$ cat config.mk
export PLATFORM = sky130hd
export DESIGN_NAME = spi_xip_sequencer
export DESIGN_NICKNAME = d
export VERILOG_FILES = /design/src/rtl/spi_xip_pkg.sv /design/src/rtl/spi_xip_shifter.sv /design/src/rtl/spi_xip_sequencer.sv
export SDC_FILE = /design/constraint.sdc
export NUM_CORES = 1
export LEC_CHECK = 0
export CAP_MARGIN = 10
export CORE_MARGIN = 1.5
export CORE_UTILIZATION = 23
export DETAILED_ROUTE_END_ITERATION = 10
export PLACE_DENSITY = 0.39
export SKIP_CTS_REPAIR_TIMING = 1
export SYNTH_ARGS = -nofsm -noshare
export SYNTH_HDL_FRONTEND = slang
export SYNTH_HIERARCHICAL = 1
export SYNTH_SLANG_ARGS = --single-unit
export TNS_END_PERCENT = 30
$ cat constraint.sdc
create_clock -name io_clock -period 2.55 [get_ports io_clock]
set_input_delay 0.255 -clock io_clock [delete_from_list [all_inputs] [get_ports io_clock]]
set_output_delay 0.255 -clock io_clock [all_outputs]
set_load 0.01 [all_outputs]
$ cat src/rtl/spi_xip_pkg.sv
`default_nettype none
// +----------------------------------------------------------------------+
// | spi_xip_pkg : shared types and constants for the SPI XIP sequencer    |
// | Revision    : 1.0                                                     |
// +----------------------------------------------------------------------+
package spi_xip_pkg;

  typedef enum logic [1:0] {
    IDLE  = 2'd0,
    SHIFT = 2'd1,
    DONE  = 2'd2,
    GAP   = 2'd3
  } state_e;

  localparam logic [7:0] SPI_READ_CMD   = 8'h03;
  localparam int         SPI_FRAME_BITS = 64;
  localparam int         SPI_DATA_BITS  = 32;

  // Bytes arrive MSB-first into rx; the first byte must land in data[7:0].
  function automatic logic [31:0] le_word(input logic [31:0] rx);
    return {rx[7:0], rx[15:8], rx[23:16], rx[31:24]};
  endfunction

endpackage
`default_nettype wire

$ cat src/rtl/spi_xip_shifter.sv
`default_nettype none
// +----------------------------------------------------------------------+
// | spi_xip_shifter : mode-0 serializer for one 64-bit READ frame         |
// | Revision        : 1.0                                                 |
// +----------------------------------------------------------------------+
module spi_xip_shifter
  import spi_xip_pkg::*;
#(
  parameter int CLK_DIV = 2
) (
  input  logic        clk_i,
  input  logic        rst_ni,
  input  logic        start_i,
  input  logic [23:0] addr_i,
  output logic        busy_o,
  output logic        done_o,
  output logic        sclk_o,
  output logic        mosi_o,
  input  logic        miso_i,
  output logic [31:0] rx_o
);

  localparam logic [7:0] C_DIV_LAST = 8'(CLK_DIV - 1);
  localparam logic [5:0] C_BIT_LAST = 6'(SPI_FRAME_BITS - 1);
  localparam logic [5:0] C_BIT_RX   = 6'(SPI_FRAME_BITS - SPI_DATA_BITS);

  logic [7:0]  div_q;
  logic [5:0]  bit_q;
  logic [31:0] tx_q;
  logic [31:0] rx_q;
  logic        sclk_q;
  logic        mosi_q;
  logic        busy_q;
  logic        w_edge;

  assign w_edge = busy_q && (div_q == C_DIV_LAST);
  assign done_o = w_edge && sclk_q && (bit_q == C_BIT_LAST);
  assign busy_o = busy_q;
  assign sclk_o = sclk_q;
  assign mosi_o = mosi_q;
  assign rx_o   = rx_q;

  always_ff @(posedge clk_i or negedge rst_ni) begin
    if (!rst_ni) begin
      div_q  <= '0;
      bit_q  <= '0;
      tx_q   <= '0;
      rx_q   <= '0;
      sclk_q <= 1'b0;
      mosi_q <= 1'b0;
      busy_q <= 1'b0;
    end else if (start_i) begin
      // Bit 0 goes out with the first low phase, so preload it now.
      busy_q <= 1'b1;
      div_q  <= '0;
      bit_q  <= '0;
      sclk_q <= 1'b0;
      mosi_q <= SPI_READ_CMD[7];
      tx_q   <= {SPI_READ_CMD[6:0], addr_i, 1'b0};
    end else if (busy_q) begin
      div_q <= w_edge ? 8'd0 : div_q + 8'd1;
      if (w_edge) begin
        sclk_q <= !sclk_q;
        if (!sclk_q) begin
          if (bit_q >= C_BIT_RX) begin
            rx_q <= {rx_q[30:0], miso_i};
          end
        end else if (bit_q == C_BIT_LAST) begin
          busy_q <= 1'b0;
        end else begin
          // Zeros shifted in make mosi idle low through the data bits.
          bit_q  <= bit_q + 6'd1;
          mosi_q <= tx_q[31];
          tx_q   <= {tx_q[30:0], 1'b0};
        end
      end
    end
  end

endmodule
`default_nettype wire

$ cat src/rtl/spi_xip_sequencer.sv
`default_nettype none
// +----------------------------------------------------------------------+
// | spi_xip_sequencer : two-port round-robin SPI NOR word reader          |
// | Revision          : 1.0                                               |
// +----------------------------------------------------------------------+
module spi_xip_sequencer
  import spi_xip_pkg::*;
#(
  parameter int CLK_DIV = 2,
  parameter int CS_HIGH = 4
) (
  input  logic        io_clock,
  input  logic        io_rst_n,
  input  logic        io_req0_valid,
  output logic        io_req0_ready,
  input  logic [23:0] io_req0_addr,
  output logic        io_rsp0_valid,
  output logic [31:0] io_rsp0_data,
  input  logic        io_req1_valid,
  output logic        io_req1_ready,
  input  logic [23:0] io_req1_addr,
  output logic        io_rsp1_valid,
  output logic [31:0] io_rsp1_data,
  output logic        io_spiXip_ss,
  output logic        io_spiXip_sclk,
  output logic        io_spiXip_mosi,
  input  logic        io_spiXip_miso
);

  localparam logic [7:0] C_CS_HIGH = 8'(CS_HIGH);

  state_e      state_q, state_d;
  logic        prio_q, prio_d;
  logic        gnt_q, gnt_d;
  logic [7:0]  gap_q, gap_d;
  logic        ss_q, ss_d;
  logic        rsp0_valid_q, rsp0_valid_d;
  logic        rsp1_valid_q, rsp1_valid_d;
  logic [31:0] rsp0_data_q, rsp0_data_d;
  logic [31:0] rsp1_data_q, rsp1_data_d;

  logic        w_pick;
  logic        w_grant;
  logic [23:0] w_addr;
  logic        w_busy;
  logic        w_done;
  logic [31:0] w_rx;

  // prio_q names the port that wins a tie; it flips to the loser on each grant.
  assign w_pick  = (io_req0_valid && io_req1_valid) ? prio_q : io_req1_valid;
  assign w_grant = (state_q == IDLE) && !w_busy && (io_req0_valid || io_req1_valid);
  assign w_addr  = w_pick ? io_req1_addr : io_req0_addr;

  assign io_req0_ready  = w_grant && !w_pick;
  assign io_req1_ready  = w_grant && w_pick;
  assign io_rsp0_valid  = rsp0_valid_q;
  assign io_rsp1_valid  = rsp1_valid_q;
  assign io_rsp0_data   = rsp0_data_q;
  assign io_rsp1_data   = rsp1_data_q;
  assign io_spiXip_ss   = ss_q;

  spi_xip_shifter #(
    .CLK_DIV (CLK_DIV)
  ) u_shifter (
    .clk_i   (io_clock),
    .rst_ni  (io_rst_n),
    .start_i (w_grant),
    .addr_i  (w_addr),
    .busy_o  (w_busy),
    .done_o  (w_done),
    .sclk_o  (io_spiXip_sclk),
    .mosi_o  (io_spiXip_mosi),
    .miso_i  (io_spiXip_miso),
    .rx_o    (w_rx)
  );

  always_comb begin
    state_d      = state_q;
    prio_d       = prio_q;
    gnt_d        = gnt_q;
    gap_d        = gap_q;
    ss_d         = ss_q;
    rsp0_valid_d = 1'b0;
    rsp1_valid_d = 1'b0;
    rsp0_data_d  = rsp0_data_q;
    rsp1_data_d  = rsp1_data_q;
    case (state_q)
      IDLE: begin
        if (w_grant) begin
          state_d = SHIFT;
          gnt_d   = w_pick;
          prio_d  = !w_pick;
          ss_d    = 1'b0;
        end
      end
      SHIFT: begin
        if (w_done) begin
          state_d = DONE;
          ss_d    = 1'b1;
          if (gnt_q) begin
            rsp1_valid_d = 1'b1;
            rsp1_data_d  = le_word(w_rx);
          end else begin
            rsp0_valid_d = 1'b1;
            rsp0_data_d  = le_word(w_rx);
          end
        end
      end
      DONE: begin
        // DONE is the first of the CS_HIGH deselect cycles.
        gap_d   = 8'd2;
        state_d = (C_CS_HIGH == 8'd1) ? IDLE : GAP;
      end
      GAP: begin
        gap_d = gap_q + 8'd1;
        if (gap_q == C_CS_HIGH) begin
          state_d = IDLE;
        end
      end
      default: state_d = IDLE;
    endcase
  end

  always_ff @(posedge io_clock or negedge io_rst_n) begin
    if (!io_rst_n) begin
      state_q      <= IDLE;
      prio_q       <= 1'b0;
      gnt_q        <= 1'b0;
      gap_q        <= '0;
      ss_q         <= 1'b1;
      rsp0_valid_q <= 1'b0;
      rsp1_valid_q <= 1'b0;
      rsp0_data_q  <= '0;
      rsp1_data_q  <= '0;
    end else begin
      state_q      <= state_d;
      prio_q       <= prio_d;
      gnt_q        <= gnt_d;
      gap_q        <= gap_d;
      ss_q         <= ss_d;
      rsp0_valid_q <= rsp0_valid_d;
      rsp1_valid_q <= rsp1_valid_d;
      rsp0_data_q  <= rsp0_data_d;
      rsp1_data_q  <= rsp1_data_d;
    end
  end

endmodule
`default_nettype wire

## After elaboration in Yosys (flattened, before gate mapping)

Cells that the tools add are included.

- Flip-flop bits (word level): 160
- Input port bits: 53
- Output and inout bits: 71
- Logic and storage cells: 101

- Add/subtract/negate cells: 3
- Magnitude comparators: 1
- Eq/ne operators: 10
- Mux-type cells: 42
- Bitwise logic cells: 3
- Reduce and logical (&&, ||, !) cells: 26

Operators by type and width:

| kind | count |
|---|---|
| $mux 32 | 5 |
| $mux 6 | 5 |
| $mux 24 | 1 |
| $mux 8 | 3 |
| $mux 1 | 22 |
| $add 8x1->8 const B | 2 |
| $pmux 8 s2 | 1 |
| $reduce_and 3->1 | 4 |
| $reduce_bool 2->1 | 5 |
| $eq 8x1->1 const B | 1 |
| $eq 8x3->1 const B | 1 |
| $logic_and 1x1->1 | 8 |
| $pmux 2 s4 | 1 |
| $add 6x1->6 const B | 1 |
| $eq 6x6->1 const B | 1 |
| $ge 6x6->1 const B | 1 |
| $mux 2 | 3 |
| $ne 2x2->1 const B | 3 |
| $reduce_and 5->1 | 1 |
| $eq 2x2->1 const B | 2 |
| $reduce_and 2->1 | 2 |
| $reduce_and 4->1 | 1 |
| $logic_not 1->1 | 3 |
| $not 1->1 | 3 |
| 5 further kinds | 5 |

## Logic depth before layout (Yosys ltp)

Gate-level depths: netlist of the first run.

- Word-level depth: 6
- Depth in mapped cells: 11
- Gate-level depth less buffers: 9

## Hierarchy

The synthesis of the first run kept the hierarchy.

By module, submodules not included:

| module | instances | cells an instance | area each (sq um) | seq. area each (sq um) |
|---|---|---|---|---|
| spi_xip_shifter | 1 | 307 | 3688.5 | 2001.9 |
| spi_xip_sequencer | 1 | 310 | 3464.6 | 1978.1 |

## Least setup slack after synthesis of the first run

No wires, ideal clock.

- Kind: register to register
- Start: reg state_q[0]
- End: reg u_shifter.tx_q[14]
- Library setup time: 0.125 ns
- Arrival time: 2.096 ns
- Required time: 2.425 ns
- Slack: 0.330 ns
- Stages on the path, launching flop included: 9
- Buffers on the path: 2
- Clock period less this slack: 2.220 ns
- Cell sequence: dfrtp_1 > inv_1 > ha_1 > nor2b_1 > o21ai_0 > inv_1 > clkbuf_1 > clkbuf_1 > mux2_2

- Word-level cells in the longest chain between the ends: 5
- Elaborated cells between the ends (all ways): 9
- Classes of those cells: eq/ne: 1; mux: 1; reduce/logical: 7

RTL lines:

| what | line | text |
|---|---|---|
| start: declaration | spi_xip_sequencer.sv:32 | `state_e state_q, state_d;` |
| start signal: assignment | spi_xip_sequencer.sv:136 | `state_q <= state_d;` |
| $logic_not 2->1 * | spi_xip_sequencer.sv:51 | `assign w_grant = (state_q == IDLE) && !w_busy && (io_req0_valid \|\| io_req1_valid);` |
| $logic_and 1x1->1 * (2 in series) | spi_xip_sequencer.sv:51 |  |
| named net w_grant | spi_xip_sequencer.sv:43 | `logic w_grant;` |
| $ne 2x2->1 (no source line) / $reduce_bool 2->1 (equally long branches) | n/a |  |
| $reduce_and 4->1 (no source line) | n/a |  |
| end signal: assignment | spi_xip_shifter.sv:59 | `tx_q <= {SPI_READ_CMD[6:0], addr_i, 1'b0};` |
| end signal: assignment | spi_xip_shifter.sv:74 | `tx_q <= {tx_q[30:0], 1'b0};` |
| end: declaration | spi_xip_shifter.sv:29 | `logic [31:0] tx_q;` |

Mark *: on every way through the listed nets, which the timed path passes. The rest lies on a longest branch.
A chain may end at the register's enable or synchronous reset.

## Worst setup path after layout of the first run

- Start: reg state_q[0]
- End: out io_req1_ready

- Word-level cells in the longest chain between the ends: 4

RTL lines:

| what | line | text |
|---|---|---|
| $logic_not 2->1 | spi_xip_sequencer.sv:51 |  |
| $logic_and 1x1->1 (2 in series) | spi_xip_sequencer.sv:51 |  |
| $logic_and 1x1->1 | spi_xip_sequencer.sv:55 | `assign io_req1_ready = w_grant && w_pick;` |
| end: declaration | spi_xip_sequencer.sv:20 | `output logic io_req1_ready,` |

Every way passes these cells.

==> results of run 1 <==
## stage by stage
| step | std cells | util (%) |
|---|---|---|
| finish | 1150 | 31.1 |
| global route | 1150 | 31.1 |
| CTS | 1149 | 31.0 |
| detailed placement | 1118 | 29.1 |
| global placement | 1118 | 29.1 |
| floorplan | 617 | - |
## how the worst min path moves through the flow
stage / slack, ps / startpoint / endpoint / depth (start not counted)
CTS: -110 / io_rst_n / io_rsp0_data[4]$_DFFE_PN0P_ / 1
global route: 470 / io_spiXip_miso / u_shifter/rx_o[0]$_DFFE_PN0P_ / 2
detailed placement: 350 / io_rst_n / io_rsp0_data[4]$_DFFE_PN0P_ / 1
global placement: 340 / io_rst_n / io_rsp1_data[4]$_DFFE_PN0P_ / 1
floorplan: -40 / io_rst_n / gap_q[0]$_DFFE_PN0P_ / 0
finish: 420 / io_rst_n / io_rsp0_data[4]$_DFFE_PN0P_ / 2
## sequential cells by signal, indices dropped and copies added (netlist names), 2 cells and up
name,flops
gap_q,8
io_rsp0_data,32
io_rsp1_data,32
state_q,2
u_shifter/bit_q,6
u_shifter/div_q,8
u_shifter/rx_o,32
u_shifter/tx_q,31
## layer usage
metal / up-vias / routed length, um / GRT usage [%]
met5: - / 0 / 0
met2: 111 / 7850 / 17.7
met3: 11 / 687 / 2.83
met4: 0 / 129 / 2.62
met1: 2349 / 7870 / 14.3
li1: 2331 / - / -
## cells by family (layout without fill, tap and decap cells)
family | after synthesis | count (layout) | synth area share, %
compound gates | 67 | 67 | 5.20
xor+xnor | 9 | 9 | 1.10
fa+ha+maj | 10 | 10 | 1.75
buf+inv | 42 | 179 | 2.97
flops | 159 | 159 | 55.6
mux | 115 | 115 | 19.6
simple gates | 215 | 215 | 13.7
## cells in the final DEF (no fill, tap or decap), types with 7 or more instances in the layout
| cell | n |
|---|---|
| nor2b_1 | 17 |
| nand2_1 | 139 |
| ha_1 | 9 |
| inv_1 | 11 |
| clkbuf_16 | 17 |
| clkdlybuf4s50_1 | 121 |
| nand3_1 | 7 |
| o21ai_0 | 10 |
| dfrtp_1 | 158 |
| mux2i_1 | 7 |
| mux2_4 | 31 |
| buf_12 | 8 |
| a21oi_1 | 46 |
| nor2_1 | 22 |
| mux2_2 | 77 |
## where the power goes
part / internal, mW / total (mW) / switching, mW / leakage (nW)
Clock: 1.38 / 2.52 / 1.14 / 0.269
Sequential: 2.52 / 2.52 / 0 / 2.05
Combinational: 0.107 / 0.189 / 0.0820 / 2.20
## area by class of cell
cell class / instances / area (um^2)
well taps: 396 / 495
flip-flops and latches: 159 / 3980
repair buffers: 136 / 1440
multi-input cells: 416 / 2990
inverters: 12 / 45.0
clock inverters: 14 / 146
fillers: 3139 / 21100
clock buffers: 17 / 425
==> metrics.csv, run 1 <==
stage;metric;value;unit
final_layout;layout-drive-gt1-share;21.8;%
timing;holdWs;421;ps
floorplanning;die_area;32200;um^2
logic_synthesis;synthFlopType;dfrtp_1;
floorplanning;die_w;179;um
floorplanning;rows;64;
timing;worst_pin_slew;764;ps
timing;fin_setup_tns;0;ps
global_route;antenna_found_initial;0;
worst_setup_path;crit_required;2300;ps
global_route;gr-usage-all-layers;10.8;%
routing;postRouteAntennaNets;0;
worst_setup_path;setup.worst_path.start_class;flop;
logic_synthesis;synth.net_count;680;
worst_setup_path;crit_chain;inv_1 -> ha_2 -> nor2b_4 -> and3_1 -> clkdlybuf4s50_1;
placement;dp_hpwl;10900;um
timing;skew;10.9;ps
logic_synthesis;synthCells;617;
floorplanning;io_pins;124;
worst_setup_path;slowest_stage;clkdlybuf4s50_1;
placement;portBuffers;123;
pwr;p_leak;4.52;nW
worst_setup_path;crit_path_max_incr_delay;550;ps
worst_setup_path;end_kind;primary output;
worst_setup_path;worstSetupEndpoint;io_req1_ready;
final_layout;area_growth;33.0;%
floorplanning;core-area;30600;um^2
timing;hold_viol;0;
logic_synthesis;yosysMostFrequentCell;dfrtp_1;
status;run_status;finished clean;
floorplanning;start_util;23.4;%
logic_synthesis;syn_area;7150;um^2
logic_synthesis;synth_edf_count;0;
logic_synthesis;synth_top_area_share;55.3;%
placement;dpl-instance-area;8910;um^2
worst_setup_path;crit_buf_inv;2;
worst_setup_path;crit_start;state_q[0]$_DFFE_PN0P_;
timing;rsz0062_at_grt;no;
global_route;grt_pass1_vias;5216;
timing;finalCriticalPeriod;2370;ps
timing;setup-violations-final;0;
final_layout;nets;805;
logic_synthesis;synth_cell_types;39;
worst_setup_path;r2r_cells;6;
logic_synthesis;yosysWarnings;6;
timing;slew_headroom;49.1;%
worst_setup_path;path_depth;5;
pwr;p_per_area;550;nW/um^2
logic_synthesis;ys_seq_area_share;55.6;%
routing;routed_wl;16500;um
cts;clkLatencyLatePin;420;ps
cts;clock_path_buffers;2;
final_layout;final_cell_area;9510;um^2
cts;cts_buffers;17;
pwr;finalPower;5.23;mW
logic_synthesis;yosysTopAreaCell;dfrtp_1;
placement;place_ws;127;ps
worst_setup_path;critPathKind;reg2out;
routing;vias;4802;
logic_synthesis;synthTopCellsByArea;dfrtp_1 55%, mux2_2 12%, nand2_1 7.3%, mux2_4 6.5%, a21oi_1 3.2%;
worst_setup_path;cp.arrival;2110;ps
timing;max_freq;422;MHz
timing;fin_ws;182;ps
cts;cts_tree;done;
logic_synthesis;netlist_top_cells_count;158 x dfrtp_1, 139 x nand2_1, 77 x mux2_2, 46 x a21oi_1, 31 x mux2_4;
logic_synthesis;ys_seq_elements;159;
cts;root_buffer;clkbuf_16;
global_route;grt_max_degree;72;
global_route;grt_overflow;0;
routing;wire_per_inst;14.4;um
cts;clk_pin_slew;70;ps
floorplanning;fp.dieH;179;um
timing;drv_slew;0;
routing;viasPerCell;4.18;
worst_setup_path;timing.rr.end;state_q[1]$_DFFE_PN0P_;
final_layout;antenna_cells;0;
pwr;peakVddDrop;0.000408;V
worst_setup_path;crit_fanout;4;
placement;gp_congestion;0.715;
cts;cts.sinks;159;
worst_setup_path;r2r_start;u_shifter/busy_o$_DFF_PN0_;
worst_setup_path;r2r_slack;230;ps
min_path;holdCritPathClass;in2async;
routing;firstDrtPassIters;4;
worst_setup_path;crit_family;buffers and inverters;
routing;drc;0;
routing;drtIter0Drc;241;
logic_synthesis;syn_avg_cell_area;11.6;um^2
timing;period_share;92.8;%
global_route;grt_pass1_wl;27300;um
job;drv_cap;0;
logic_synthesis;async_flop_share;100;%
cts;h-tree-depth;4;
(Power assumes the default switching activity.)
==> run 2, diff against run 1 <==
Settings changed: CTS_CLUSTER_SIZE set to 25.
==> results of run 2 <==
The final DEF is identical to that of run 1; final timing and power are the same.
==> run 3, diff against run 2 <==
Settings changed: REMOVE_ABC_BUFFERS set to 1.
Clock period 2.55 ns to 2.6 ns, I/O delays scaled along.
==> run 3 against run 2 <==
Compared with the run above: clock skew rose by 8.8 ps; worst setup slack better by 71 ps; highest routed layer unchanged; first-iteration DRC count shrank 25%; global-route usage increased by 0.28 points; die area unchanged; count of clock-buffer cells in the layout stayed put; power decreased by 1.7%; routed wire length is 1.3% higher; largest cell class unchanged; core utilization about the same; cell area hardly changed; clock power down 2%.
==> metrics.csv, run 3 (synthesis results as in run 1) <==
stage;metric;value;unit;change
status;run_status;finished clean;;
floorplanning;start_util;23.4;%;unchanged
routing;firstDrtPassIters;4;;unchanged
cts;clock_path_buffers;2;;unchanged
final_layout;nets;807;;+0.25%
min_path;holdCritPathClass;in2async;;
worst_setup_path;cp.arrival;2090;ps;-20 ps
cts;h-tree-depth;4;;unchanged
placement;gp_congestion;0.747;;+4.5%
global_route;antenna_found_initial;0;;unchanged
routing;drtIter0Drc;181;;-25%
placement;portBuffers;123;;unchanged
timing;drv_slew;0;;unchanged
worst_setup_path;critPathKind;reg2out;;
routing;postRouteAntennaNets;0;;unchanged
placement;dp_hpwl;11000;um;+0.75%
timing;rsz0062_at_grt;no;;
pwr;seqPwrFrac;48.1;%;about the same
timing;finalCriticalPeriod;2350;ps;
cts;cts.sinks;159;;unchanged
timing;skew;19.7;ps;+8.84 ps
floorplanning;io_pins;124;;unchanged
pwr;switching_share;24.8;%;+1.4 points
worst_setup_path;end_kind;primary output;;
global_route;grt_pass1_wl;27700;um;+1.4%
final_layout;layout-drive-gt1-share;21.9;%;+0.18 points
pwr;finalPower;5.14;mW;-1.7%
cts;cts_tree;done;;
final_layout;area_growth;33.1;%;about the same
final_layout;final_cell_mix;158 x dfrtp_1, 139 x nand2_1, 121 x clkdlybuf4s50_1;;
job;drv_cap;0;;unchanged
floorplanning;rows;64;;unchanged
worst_setup_path;crit_fanout;4;;unchanged
global_route;grt_overflow;0;;unchanged
timing;period_share;90.3;%;
final_layout;seqCellArea;3980;um^2;unchanged
global_route;gr-usage-all-layers;11.1;%;+0.28 points
timing;worst_pin_slew;614;ps;-149 ps
final_layout;antenna_cells;0;;unchanged
pwr;p_leak;4.53;nW;+0.23%
routing;drc;0;;unchanged
final_layout;multi_input_area;2980;um^2;-0.13%
pwr;combPwrFrac;3.5;%;about the same
pwr;clockPowerShare;48.4;%;+0.2 points
cts;clk_pin_slew;70;ps;about the same
worst_setup_path;setup.worst_path.start_class;flop;;
cts;clkLatencyLatePin;430;ps;about the same
global_route;grt_max_degree;68;;-5.6%
routing;viasPerCell;4.24;;+1.6%
timing;max_freq;426;MHz;
routing;vias;4891;;+1.9%
floorplanning;fp.dieH;179;um;unchanged
pwr;p_switching;1.27;mW;+4.1%
pwr;p_per_area;540;nW/um^2;-1.8%
floorplanning;die_w;179;um;unchanged
floorplanning;die_area;32200;um^2;unchanged
floorplanning;core-area;30600;um^2;unchanged
routing;wire_per_inst;14.5;um;+1.0%
final_layout;fill_cells;3124;;-0.48%
timing;slew_headroom;59.1;%;+10 points
worst_setup_path;crit_required;2340;ps;+40 ps
pwr;intPower;3.86;mW;-3.5%
timing;hold_viol;0;;unchanged
routing;routed_wl;16700;um;+1.3%
cts;root_buffer;clkbuf_16;;
cts;cts_buffers;17;;unchanged
pwr;peakVddDrop;0.000418;V;+2.4%
final_layout;layout_commonest_cell;dfrtp_1;;
global_route;grt_pass1_vias;5218;;+0.038%
timing;holdWs;331;ps;-89.5 ps
timing;setup-violations-final;0;;unchanged
[run 3: worst max-delay path, cell delays in order, from the launching register on]
cell and delay [ps]:
dfrtp_1 430, inv_1 110, ha_2 210, nor2b_4 180, and3_1 200, clkdlybuf4s50_1 540
[run 3: worst paths after layout]
kind                                                   start                              to  slack [ps]  depth (start not counted)
worst max-delay path                  state_q[1]$_DFFE_PN0P_                   io_req1_ready         250                          5
worst min-delay path                                io_rst_n  u_shifter/tx_q[12]$_DFFE_PN0P_         330                          2
worst max register to register    u_shifter/busy_o$_DFF_PN0_    io_rsp1_data[15]$_DFFE_PN0P_         270                          6
worst min register to register  io_rsp0_data[12]$_DFFE_PN0P_    io_rsp0_data[12]$_DFFE_PN0P_         480                          2
max in group asynchronous                           io_rst_n        io_spiXip_ss$_DFFE_PN1P_        1470                          3
min in group io_clock                         io_spiXip_miso   u_shifter/rx_o[0]$_DFFE_PN0P_         460                          2
[run 3: cell type report]
cell class                 count  area share [%]
inverter                      12           0.473
clock inverter                15            1.77
multi-input combinational    416            31.3
timing repair buffer         138            15.0
tap                          396            5.20
clock buffer                  17            4.47
sequential                   159            41.8
[run 3: metrics by stage]
| stage | setup TNS [ps] | cells | utilization, % | setup slack, ps | instance area (um^2) |
|---|---|---|---|---|---|
| 2_1_floorplan | -35600 | 587 | - | -573 | 6990 |
| 3_3_place_gp | 0 | 1120 | 29.1 | 351 | 8900 |
| 3_5_place_dp | 0 | 1120 | 29.1 | 301 | 8900 |
| 4_1_cts | -172 | 1152 | 31.1 | -172 | 9500 |
| 5_1_grt | 0 | 1153 | 31.1 | 66.2 | 9520 |
| 6_report | 0 | 1153 | 31.1 | 253 | 9520 |
[run 3: metal layers]
| layer | global-route usage [%] | wire, um | vias up |
|---|---|---|---|
| met5 | 0 | 0 | - |
| met4 | 3.96 | 229 | 0 |
| met3 | 2.72 | 618 | 12 |
| met1 | 13.9 | 7570 | 2458 |
| met2 | 18.6 | 8320 | 80 |
| li1 | - | - | 2341 |
[run 3: power groups by stage]
stage	Clock [mW]	Sequential, mW	Combinational (mW)
floorplan	0	2.52	0.0374
global placement	0	2.52	0.185
detailed placement	0	2.52	0.188
CTS	2.59	2.47	0.190
global route	2.69	2.47	0.203
finish	2.48	2.47	0.182
==> patch 1: new RTL, config.mk and constraints of run 1 <==
Reset style: synchronous (`io_rst_n` and `rst_ni`), changed in 2 clocked blocks.
--- a/src/rtl/spi_xip_shifter.sv
+++ b/src/rtl/spi_xip_shifter.sv
@@ -40,7 +40,7 @@
   assign mosi_o = mosi_q;
   assign rx_o   = rx_q;
 
-  always_ff @(posedge clk_i or negedge rst_ni) begin
+  always_ff @(posedge clk_i) begin
     if (!rst_ni) begin
       div_q  <= '0;
       bit_q  <= '0;
--- a/src/rtl/spi_xip_sequencer.sv
+++ b/src/rtl/spi_xip_sequencer.sv
@@ -121,7 +121,7 @@
     endcase
   end
 
-  always_ff @(posedge io_clock or negedge io_rst_n) begin
+  always_ff @(posedge io_clock) begin
     if (!io_rst_n) begin
       state_q      <= IDLE;
       prio_q       <= 1'b0;
Check against the original RTL: differs if io_rst_n is asserted again (counterexample within 4 cycles, from zero or initial values and one cycle with io_rst_n low); with io_rst_n held inactive, the same outputs for 10 cycles.
==> patch 1 against run 1 <==
  * Sequential cell count unchanged
  * Critical path depth up 4
  * Critical endpoint is now u_shifter/div_q[1]
  * Area after synthesis shrank 7.2%
  * Final cell count increased by 7.1%
  * Worst hold slack got worse by 0.063 ns
  * Design area is 5.8% lower
  * Sequential share of layout area decreased by 6.3 points
  * Die area is 7.1% lower
  * Largest cell class is now multi-input gates
  * Worst setup slack better by 0.080 ns
  * Synthesized cell count up 18%
  * Critical path type is now flop to flop
  * Wire length increased by 4.2%
Power is not compared: it rests on default switching activity, and its combinational part moved more than twofold at a synthesized area within 25%.
==> patch 1: results (changes against run 1) <==
max_slew_margin_pct: 46.6  # -2.5 points
synth_mux_area_share_pct: 14.0  # -5.7 points
multi_input_area_um2: 3220  # +7.8%
async_reset_ff_share_pct: 0  # -100 points
synthTopCellsByArea: "dfxtp_1, mux2i_1, nand2_1, a21oi_1, mux2_1"
inv_count: 13  # +1
place_area_um2: 8320  # -6.7%
globalplace.congestion: 0.681  # -4.7%
r2r_setup_slack_ns: 0.26  # +0.03 ns
dp_hpwl_mm: 11.3  # +3.7%
clkCellAreaFrac_pct: 7.02  # +1.0 points
syn_nets: 790  # +16%
grt_pass1_vias: 5209  # -0.13%
yosysUniqueCellTypes: 47  # +21%
outcome: "finished clean"
ys.flop_type: "dfxtp_1"
multi_input_cells: 509  # +22%
cp_max_fo: 14  # +10
path_delay_family: "compound AO/OA/AOI/OAI gates"
totalWireLength_mm: 17.2  # +4.2%
clkbuf_count: 20  # +3
hp-class: "primary input to flop"
grt_util_all_layers_pct: 11.7  # +0.83 points
cp.arrival_ns: 2.61  # +0.50 ns
max_stage_delay_ns: 0.38  # -0.17 ns
buf_share_pct: 15.7  # +0.61 points
drive_gt1_share_pct: 7.27  # -14 points
final_nets: 903  # +12%
drt_iter0_drc: 253  # +5.0%
n_fill_cell: 3006  # -4.2%
synthAdderAreaFrac_pct: 1.89  # +0.14 points
synth_compound_area_share_pct: 13.4  # +8.2 points
grt_first_pass_wirelength_mm: 27.9  # +2.5%
finClkSkew_ns: 0.0104  # -0.000505 ns
port_buffers: 123  # unchanged
routed_via_density: 4.24  # +1.6%
antenna_cells: 1  # +1
buffers: 140  # +2.9%
wl_per_cell_um: 14.0  # -2.7%
p_comb_share_pct: 14.9
crit_slowest_cell: "dfxtp_1"
die_x_um: 173  # -3.6%
ys_seq_area_share_pct: 48.0  # -7.7 points
## patch 1: final timing paths
kind                            depth (start not counted)                 end              from
worst max-delay path                                    9  u_shifter/div_q[1]        state_q[0]
worst min-delay path                                    3  u_shifter/tx_q[26]          io_rst_n
worst max register to register                          9  u_shifter/div_q[1]        state_q[0]
worst min register to register                          2    io_rsp1_data[12]  io_rsp1_data[12]
## patch 1: routing by layer
metal,track usage [%],routed length [um]
met3,3.41,903
met5,0,0
met4,3.59,165
met1,15.6,8560
met2,18.1,7590
## patch 1: stage by stage
step / hold WS [ns] / worst slack, ns / utilization [%]
6_report: 0.358 / 0.262 / 31.9
5_1_grt: 0.393 / 0.0459 / 31.9
4_1_cts: 0.340 / -0.116 / 31.9
3_5_place_dp: 0.448 / 0.281 / 29.6
3_3_place_gp: 0.444 / 0.330 / 29.6
2_1_floorplan: 0.371 / 0.483 / -
==> patch 2: new RTL, config.mk and constraints of run 1 <==
Without the edit above. The 4 states of `state_e` get a one-hot encoding in 4 bits.
--- a/src/rtl/spi_xip_pkg.sv
+++ b/src/rtl/spi_xip_pkg.sv
@@ -5,11 +5,11 @@
 // +----------------------------------------------------------------------+
 package spi_xip_pkg;
 
-  typedef enum logic [1:0] {
-    IDLE  = 2'd0,
-    SHIFT = 2'd1,
-    DONE  = 2'd2,
-    GAP   = 2'd3
+  typedef enum logic [3:0] {
+    IDLE  = 4'b0001,
+    SHIFT = 4'b0010,
+    DONE  = 4'b0100,
+    GAP   = 4'b1000
   } state_e;
 
   localparam logic [7:0] SPI_READ_CMD   = 8'h03;
Formal check against the unedited RTL: no difference found for any inputs over 10 cycles, from zero or initial values and one cycle with io_rst_n low; not proved beyond that.
==> patch 2 against run 1 <==
  * Design area is 0.22% higher
  * Die area is 0.48% higher
  * Total power is 0.14% higher
  * Utilization about the same
  * Wire length down 4.9%
  * Largest cell class unchanged
  * Area after synthesis grew 0.49%
  * Worst setup slack got worse by 0.022 ns
  * Sequential cell count up 2
  * Non-clock buffer count grew 5
==> patch 2: results (changes against run 1) <==
synthAdderAreaFrac_pct: 1.04  # -0.70 points
postLayoutCellArea_um2: 9530  # +0.22%
grt_util_all_layers_pct: 10.3  # -0.60 points
final_nets: 744  # -7.6%
m1WireLength_mm: 7.27  # -7.5%
syn_avg_cell_area_um2: 13.0  # +12%
clkCellAreaFrac_pct: 6.19  # +0.18 points
sh_seq_area_pct: 42.3  # +0.46 points
inv_count: 13  # +1
met3_usage_pct: 2.59  # -0.23 points
peakVddDrop_mv: 0.441  # +8.1%
outcome: "finished clean"
ys_seq_area_share_pct: 56.1  # +0.44 points
grtUsageMet2_pct: 16.8  # -0.92 points
dp_hpwl_mm: 10.7  # -2.3%
routed_via_density: 4.18  # +0.22%
synthCells: 555  # -10%
yosys.area_share.xor_xnor_pct: 0.975  # -0.13 points
cp.arrival_ns: 2.13  # +0.02 ns
totalWireLength_mm: 15.7  # -4.9%
finClkSkew_ns: 0.0120  # +0.00115 ns
route.met3.wl_um: 594  # -14%
wl_per_cell_um: 14.4  # about the same
use_met1_pct: 13.3  # -1.0 points
synth_common_cells: "dfrtp_1, mux2_2, nand2_1, a21oi_1, mux2_4"
drive_gt1_share_pct: 29.4  # +7.6 points
dpl_worst_slack_ns: 0.243  # +0.115 ns
synth_mux_area_share_pct: 23.7  # +4.1 points
synthTopCellsByArea: "dfrtp_1, mux2_2, mux2_4, a21oi_1, nand2_1"
synth_compound_area_share_pct: 5.36  # +0.17 points
grt_first_pass_wirelength_mm: 26.4  # -3.2%
buf_share_pct: 15.0  # -0.060 points
design.seq.count: 161  # +1.3%
multi_input_cells: 351  # -16%
cp_max_fo: 5  # +1
grt_pass1_vias: 4868  # -6.7%
buffers: 141  # +3.7%
grt_max_degree: 66  # -8.3%
dr_wl_met2_mm: 7.73  # -1.5%
syn_nets: 614  # -9.7%
tightest_slew_ns: 0.605  # -0.158 ns
globalplace.congestion: 0.682  # -4.6%
multi_input_area_um2: 2930  # -1.7%
yosysUniqueCellTypes: 46  # +18%
dp.cells: 1059  # -5.3%
==> patch 2: changes by cell type in the layout (fill, tap and decap cells not counted), sizes merged, moves of 3 or more <==
cell    before  now
buf         13   18
clkinv       1    7
ha          10    6
mux2       108  138
mux2i        7    4
nand2      139   46
nand2b       4    1
nor3         5    8
==> patch 2: power by group <==
group / total (mW) / leakage, nW / switching, mW / internal (mW)
clock network: 2.50 / 0.277 / 1.19 / 1.31
registers: 2.55 / 2.08 / 0 / 2.55
logic: 0.187 / 2.13 / 0.0830 / 0.104
==> patch 2: worst paths after layout <==
kind                                          from          endpoint  slack (ns)  depth (start not counted)
min in group io_clock                     gap_q[7]          gap_q[7]        0.49                          1
worst min register to register            gap_q[7]          gap_q[7]        0.49                          1
worst max register to register  u_shifter/div_q[0]  io_rsp0_data[21]        0.29                          8
worst min-delay path                      io_rst_n     io_rsp1_valid        0.39                          2
worst max-delay path              u_shifter/busy_o     io_req1_ready        0.16                          4
max in group asynchronous                 io_rst_n        state_q[0]        1.30                          3
